**config.mk**
```make
export PLATFORM = sky130hd
export DESIGN_NAME = sync_debounce_flat
export DESIGN_NICKNAME = d
export VERILOG_FILES = /design/src/rtl/sync_debounce_if.sv /design/src/rtl/sync_debounce.sv /design/src/flat_wrapper.sv
export SDC_FILE = /design/constraint.sdc
export NUM_CORES = 1
export LEC_CHECK = 0
export ABC_AREA = 1
export CORE_UTILIZATION = 29
export CTS_CLUSTER_SIZE = 20
export DETAILED_ROUTE_END_ITERATION = 8
export GPL_TIMING_DRIVEN = 0
export PLACE_DENSITY = 0.5
export SLEW_MARGIN = 20
export SYNTH_ARGS = -nofsm -noshare
export SYNTH_HDL_FRONTEND = slang
export SYNTH_SLANG_ARGS = --single-unit
export TNS_END_PERCENT = 100
```
**constraint.sdc**
```tcl
create_clock -name clock -period 3.4 [get_ports clock]
set_clock_uncertainty 0.15 [all_clocks]
set_input_delay 0.68 -clock clock [delete_from_list [all_inputs] [get_ports clock]]
set_output_delay 0.68 -clock clock [all_outputs]
set_load 0.01 [all_outputs]
```
**src/rtl/sync_debounce_if.sv**
```systemverilog
// Bundle of the debounce stage's per-channel inputs and qualified outputs.
// dbg_pending exposes each channel's STABLE/PENDING state for checkers.
interface sync_debounce_if #(
  parameter int CHANNELS = 4
);
  logic                tick_en;
  logic [CHANNELS-1:0] sig_in;
  logic [CHANNELS-1:0] event_ack;
  logic [CHANNELS-1:0] level;
  logic [CHANNELS-1:0] rise;
  logic [CHANNELS-1:0] fall;
  logic [CHANNELS-1:0] event_flag;
  logic                event_any;
  logic [CHANNELS-1:0] dbg_pending;

  // Producer/consumer side: drives raw inputs and acks, observes results.
  modport master (
    output tick_en, sig_in, event_ack,
    input  level, rise, fall, event_flag, event_any, dbg_pending
  );

  // Debounce stage side.
  modport slave (
    input  tick_en, sig_in, event_ack,
    output level, rise, fall, event_flag, event_any, dbg_pending
  );
endinterface

```
**src/rtl/sync_debounce.sv**
```systemverilog
// Multi-channel debounce: a channel adopts a new level after DEBOUNCE_TICKS
// consecutive qualifying ticks, emitting rise/fall pulses and sticky event flags.
module sync_debounce #(
  parameter int                       CHANNELS       = 4,
  parameter int                       COUNT_WIDTH    = 16,
  parameter int                       DEBOUNCE_TICKS = 50000,
  parameter logic [CHANNELS-1:0]      INIT_LEVEL     = '0
) (
  input  logic           clock,
  input  logic           reset_n,
  sync_debounce_if.slave bus
);

  typedef enum logic {
    ST_STABLE  = 1'b0,
    ST_PENDING = 1'b1
  } ch_state_e;

  localparam logic [COUNT_WIDTH-1:0] LAST_CNT = COUNT_WIDTH'(DEBOUNCE_TICKS - 1);

  logic [COUNT_WIDTH-1:0] cnt_q   [CHANNELS];
  logic [COUNT_WIDTH-1:0] cnt_d   [CHANNELS];
  ch_state_e              state_q [CHANNELS];
  ch_state_e              state_d [CHANNELS];
  logic [CHANNELS-1:0]    level_q, level_d;
  logic [CHANNELS-1:0]    rise_q,  rise_d;
  logic [CHANNELS-1:0]    fall_q,  fall_d;
  logic [CHANNELS-1:0]    flag_q,  flag_d;

  always_ff @(posedge clock or negedge reset_n) begin
    if (!reset_n) begin
      for (int i = 0; i < CHANNELS; i++) begin
        cnt_q[i]   <= '0;
        state_q[i] <= ST_STABLE;
      end
      level_q <= INIT_LEVEL;
      rise_q  <= '0;
      fall_q  <= '0;
      flag_q  <= '0;
    end else begin
      for (int i = 0; i < CHANNELS; i++) begin
        cnt_q[i]   <= cnt_d[i];
        state_q[i] <= state_d[i];
      end
      level_q <= level_d;
      rise_q  <= rise_d;
      fall_q  <= fall_d;
      flag_q  <= flag_d;
    end
  end

  always_comb begin
    level_d = level_q;
    rise_d  = '0;
    fall_d  = '0;
    flag_d  = flag_q;
    for (int i = 0; i < CHANNELS; i++) begin
      cnt_d[i]   = cnt_q[i];
      state_d[i] = state_q[i];
      if (bus.sig_in[i] == level_q[i]) begin
        // Any return to the current level throws away accumulated progress.
        cnt_d[i] = '0;
      end else if (bus.tick_en) begin
        if (cnt_q[i] == LAST_CNT) begin
          level_d[i] = bus.sig_in[i];
          rise_d[i]  = bus.sig_in[i];
          fall_d[i]  = ~bus.sig_in[i];
          cnt_d[i]   = '0;
        end else begin
          cnt_d[i] = cnt_q[i] + COUNT_WIDTH'(1);
        end
      end
      state_d[i] = (cnt_d[i] != '0) ? ST_PENDING : ST_STABLE;

      // A new accepted edge outranks a same-cycle ack so no event is lost.
      if (rise_d[i] || fall_d[i]) begin
        flag_d[i] = 1'b1;
      end else if (bus.event_ack[i]) begin
        flag_d[i] = 1'b0;
      end
    end
  end

  always_comb begin
    bus.dbg_pending = '0;
    for (int i = 0; i < CHANNELS; i++) begin
      bus.dbg_pending[i] = (state_q[i] == ST_PENDING);
    end
  end

  assign bus.level      = level_q;
  assign bus.rise       = rise_q;
  assign bus.fall       = fall_q;
  assign bus.event_flag = flag_q;
  assign bus.event_any  = |flag_q;

endmodule

```
**src/flat_wrapper.sv**
```systemverilog
// flat-port wrapper written by rule: the top's interface ports become plain ports
module sync_debounce_flat 
#(
  parameter int                       CHANNELS       = 4,
  parameter int                       COUNT_WIDTH    = 16,
  parameter int                       DEBOUNCE_TICKS = 50000,
  parameter logic [CHANNELS-1:0]      INIT_LEVEL     = '0
)
  (clock, reset_n, bus_tick_en, bus_sig_in, bus_event_ack, bus_level, bus_rise, bus_fall, bus_event_flag, bus_event_any, bus_dbg_pending);
  sync_debounce_if #(.CHANNELS(CHANNELS)) bus_i ();
  input  logic clock;
  input  logic reset_n;
  input wire logic [$bits(bus_i.tick_en)-1:0] bus_tick_en;
  input wire logic [$bits(bus_i.sig_in)-1:0] bus_sig_in;
  input wire logic [$bits(bus_i.event_ack)-1:0] bus_event_ack;
  output wire logic [$bits(bus_i.level)-1:0] bus_level;
  output wire logic [$bits(bus_i.rise)-1:0] bus_rise;
  output wire logic [$bits(bus_i.fall)-1:0] bus_fall;
  output wire logic [$bits(bus_i.event_flag)-1:0] bus_event_flag;
  output wire logic [$bits(bus_i.event_any)-1:0] bus_event_any;
  output wire logic [$bits(bus_i.dbg_pending)-1:0] bus_dbg_pending;
  assign bus_i.tick_en = bus_tick_en;
  assign bus_i.sig_in = bus_sig_in;
  assign bus_i.event_ack = bus_event_ack;
  assign bus_level = bus_i.level;
  assign bus_rise = bus_i.rise;
  assign bus_fall = bus_i.fall;
  assign bus_event_flag = bus_i.event_flag;
  assign bus_event_any = bus_i.event_any;
  assign bus_dbg_pending = bus_i.dbg_pending;
  sync_debounce #(.CHANNELS(CHANNELS), .COUNT_WIDTH(COUNT_WIDTH), .DEBOUNCE_TICKS(DEBOUNCE_TICKS), .INIT_LEVEL(INIT_LEVEL)) u_core (.clock(clock), .reset_n(reset_n), .bus(bus_i));
endmodule
```
==> out/metrics.cfg <==
[yosys]
synth_edf_count=0
syn-cell-area_mm2=0.00499
synth_top_family_by_area=simple AND/OR/NAND/NOR gates
yosysMostFrequentCell=nand2_1
synth_fp_nets=727
synthCells=712
synth_area_leaders=dfrtp_1 42%, nand2_1 11%, nor2_1 9.7%, inv_1 9.6%, nand3_1 7.3%
synth_cell_types=32
async_flop_share_pct=100
yosys.area_share.simple_pct=39.0
synth.avg_cell_area_um2=7.01
synthAdderAreaFrac_pct=1.00
synth_seq_area_share_pct=42.1
synth_flop_cell=dfrtp_1
synth_xor_area_share_pct=1.40
ys_warn_count=0
synth-seq-cells=84
synth_common_cells=147 x nand2_1, 129 x nor2_1, 128 x inv_1
synthMuxAreaShare_pct=0.401
yosysTopAreaCell=dfrtp_1
synth_top_area_share_pct=42.1
synth_compound_area_share_pct=4.49

[worst_setup_path]
endpoint=u_core.bus.dbg_pending[0]$_DFF_PN0_
path_buf_inv=3
crit_cells=10
rr_endpoint=u_core.bus.dbg_pending[3]$_DFF_PN0_
r2r-start=u_core.cnt_q[1]$_DFF_PN0_
rr_worst_depth=12
cp-end-kind=flop
startpoint=bus_sig_in[0]
rrSetupSlack_ns=1.23
arrival_ns=2.51
path_max_fanout=10
cp-start-kind=primary input
max_stage_delay_ns=0.45
crit_required_ns=3.47
critical_path_class=primary input to flop
critPathTopFamily=simple AND/OR/NAND/NOR gates
slowest_stage=clkdlybuf4s50_1
cpMostUsedCell=nor2_1
path_cells=clkdlybuf4s50_1 -> inv_1 -> nor2_1 -> nor2_1 -> nor2_1 -> buf_2 -> o21ai_1 -> nand2_1 -> nor2_1 -> nand3_1

[die]
core_mm2=0.0167
placementRows=47
initial_core_util_pct=29.9
die_area_mm2=0.0177
pin_count=32
die_y_um=133
die_w_um=133

[place]
numPortBuffers=30
gp_congestion=0.829
hpwl_mm=8.56
place_ws_ns=0.579
post_dp_cell_area_mm2=0.00559

[timing]
setup-tns-final_ns=0
timing.final.max_slew_violations=0
fmax_ghz=0.411
period_minus_slack_ns=2.43
rsz0062_at_grt=false
setup_viol=0
hold_viol=0
setup_ws_ns=0.968
slew_headroom_pct=64.1
layout_worst_path_cycle_share_pct=71.5
tightestPinTransition_ns=0.536
fin_hold_ws_ns=0.121

[global_route]
grt_pass1_vias=4244
antenna_found_initial=0
grt_usage_pct=14.4
grt_max_degree=55
grt_overflow=0
grt_first_pass_wirelength_mm=20.5

[power_and_ir_drop]
p_comb_share_pct=6.2
irDropWorstVdd_mv=0.251
p_sw_share_pct=22.5
internal_power_uw=1770
p_sw_uw=514
p_seq_share_pct=44.9
power_density_mw_per_mm2=385
clkPwrFrac_pct=48.9
p_leak_uw=0.00319

[finish]
multiInputGateArea_mm2=0.00231
final_area_mm2=0.00593
drive_above_1_share_pct=8.70
layout.nets=769
fin_util_pct=35.5
seq_area_mm2=0.00210
diodes=0
fillers=1833
area_delta_synth_final_pct=18.8

[route]
drtIter0Drc=271
drt-total-wl_mm=11.5
viasPerCell=4.38
first_pass_iters=4
ant_nets=0
wl_per_cell_um=11.7
via_count=4289
drc=0

[outcome]
status=completed

[clocking]
clk_pin_slew_ns=0.07
cts_resized=0
clkSinkCount=84
cts-root-buf=clkbuf_16
post_cts_buffers=0
postCtsHoldBufs=0
htreeDepth=3
cts_tree=done
clockBufferDepth=2
clk_latency_ns=0.35
numCtsBuffers=9

[hold_path]
hp-class=primary input to asynchronous set/reset pin

[run]
cap_viol_max_count=0

-- cell families (layout without fill, tap and decap cells) --
kind of cell	Yosys count	after routing
DFF	84	84
muxes	2	2
xor gates and xnor gates	8	8
AOI/OAI and AO/OA	40	40
buffers and inverters	148	195
adders and majority gates	4	4
and+or+nand+nor	426	426
-- power groups by stage --
stage          Clock, uW  Sequential [uW]  Combinational [uW]
6_report            1120             1030                 142
5_1_grt             1190             1030                 163
4_1_cts             1150             1030                 147
3_5_place_dp           0             1040                 146
3_3_place_gp           0             1050                 142
2_1_floorplan          0             1050                73.1
-- per-layer routing --
metal	global-route usage, %	wire length (um)	vias to the layer above
met1	19.4	5860	1930
met4	3.79	107	0
met2	22.8	5180	44
met5	0	0	-
li1	-	-	2306
met3	3.96	353	9
-- layout make-up --
cell class	instances	share of cell area (%)
Inverter	143	9.05
Clock inverter	3	1.14
Timing Repair Buffer	31	5.49
Sequential cell	84	35.4
Tap cell	220	4.64
Buffer	5	0.738
Multi-Input combinational cell	480	38.9
Clock buffer	13	4.56
-- metrics by stage --
| stage | total power, uW | cells |
|---|---|---|
| 2_1_floorplan | 1120 | 712 |
| 3_3_place_gp | 1190 | 962 |
| 3_5_place_dp | 1190 | 963 |
| 4_1_cts | 2320 | 979 |
| 5_1_grt | 2380 | 979 |
| 6_report | 2280 | 979 |
-- placed cells by master (no fill, tap or decap), types with 4 or more instances in the layout --
master	n
nand2_1	147
nor2_1	129
inv_1	128
dfrtp_1	84
nand3_1	73
clkdlybuf4s50_1	29
nor3_1	23
nand4_1	17
o21ai_0	16
inv_2	13
o21ai_1	10
nor2_2	9
clkbuf_16	9
xor2_1	8
o21bai_1	6
nand3b_1	5
nand2_4	4
or2_2	4
nand2_2	4
o22ai_1	4
ha_1	4
-- how the worst min path moves through the flow --
stage	startpoint	slack (ns)	depth (start not counted)	end
finish	reset_n	0.12	1	u_core.cnt_q[63]$_DFF_PN0_
global route	reset_n	0.15	1	u_core.cnt_q[63]$_DFF_PN0_
CTS	reset_n	0.13	1	u_core.cnt_q[63]$_DFF_PN0_
detailed placement	u_core.bus.level[0]$_DFFE_PN0P_	0.33	1	u_core.bus.rise[0]$_DFF_PN0_
global placement	u_core.bus.level[0]$_DFFE_PN0P_	0.34	1	u_core.bus.rise[0]$_DFF_PN0_
floorplan	reset_n	0.23	0	u_core.bus.dbg_pending[0]$_DFF_PN0_
-- worst register-to-register path, stage by stage, from the launching register on --
cell and delay, ns:
dfrtp_1 0.38, ha_1 0.23, nand2_1 0.07, inv_1 0.07, nand2_1 0.05, nor2_1 0.10
nand2_1 0.17, nand2_2 0.22, inv_2 0.14, o21ai_1 0.14, nand2_1 0.08, nor2_1 0.15
nand3_1 0.10
-- flip-flops by register name (all words and copies together) (netlist names) --
| signal | count |
|---|---|
| u_core.bus.level | 4 |
| u_core.bus.event_flag | 4 |
| u_core.bus.fall | 4 |
| u_core.cnt_q | 64 |
| u_core.bus.dbg_pending | 4 |
| u_core.bus.rise | 4 |
Power figures use the tool's default switching activity.
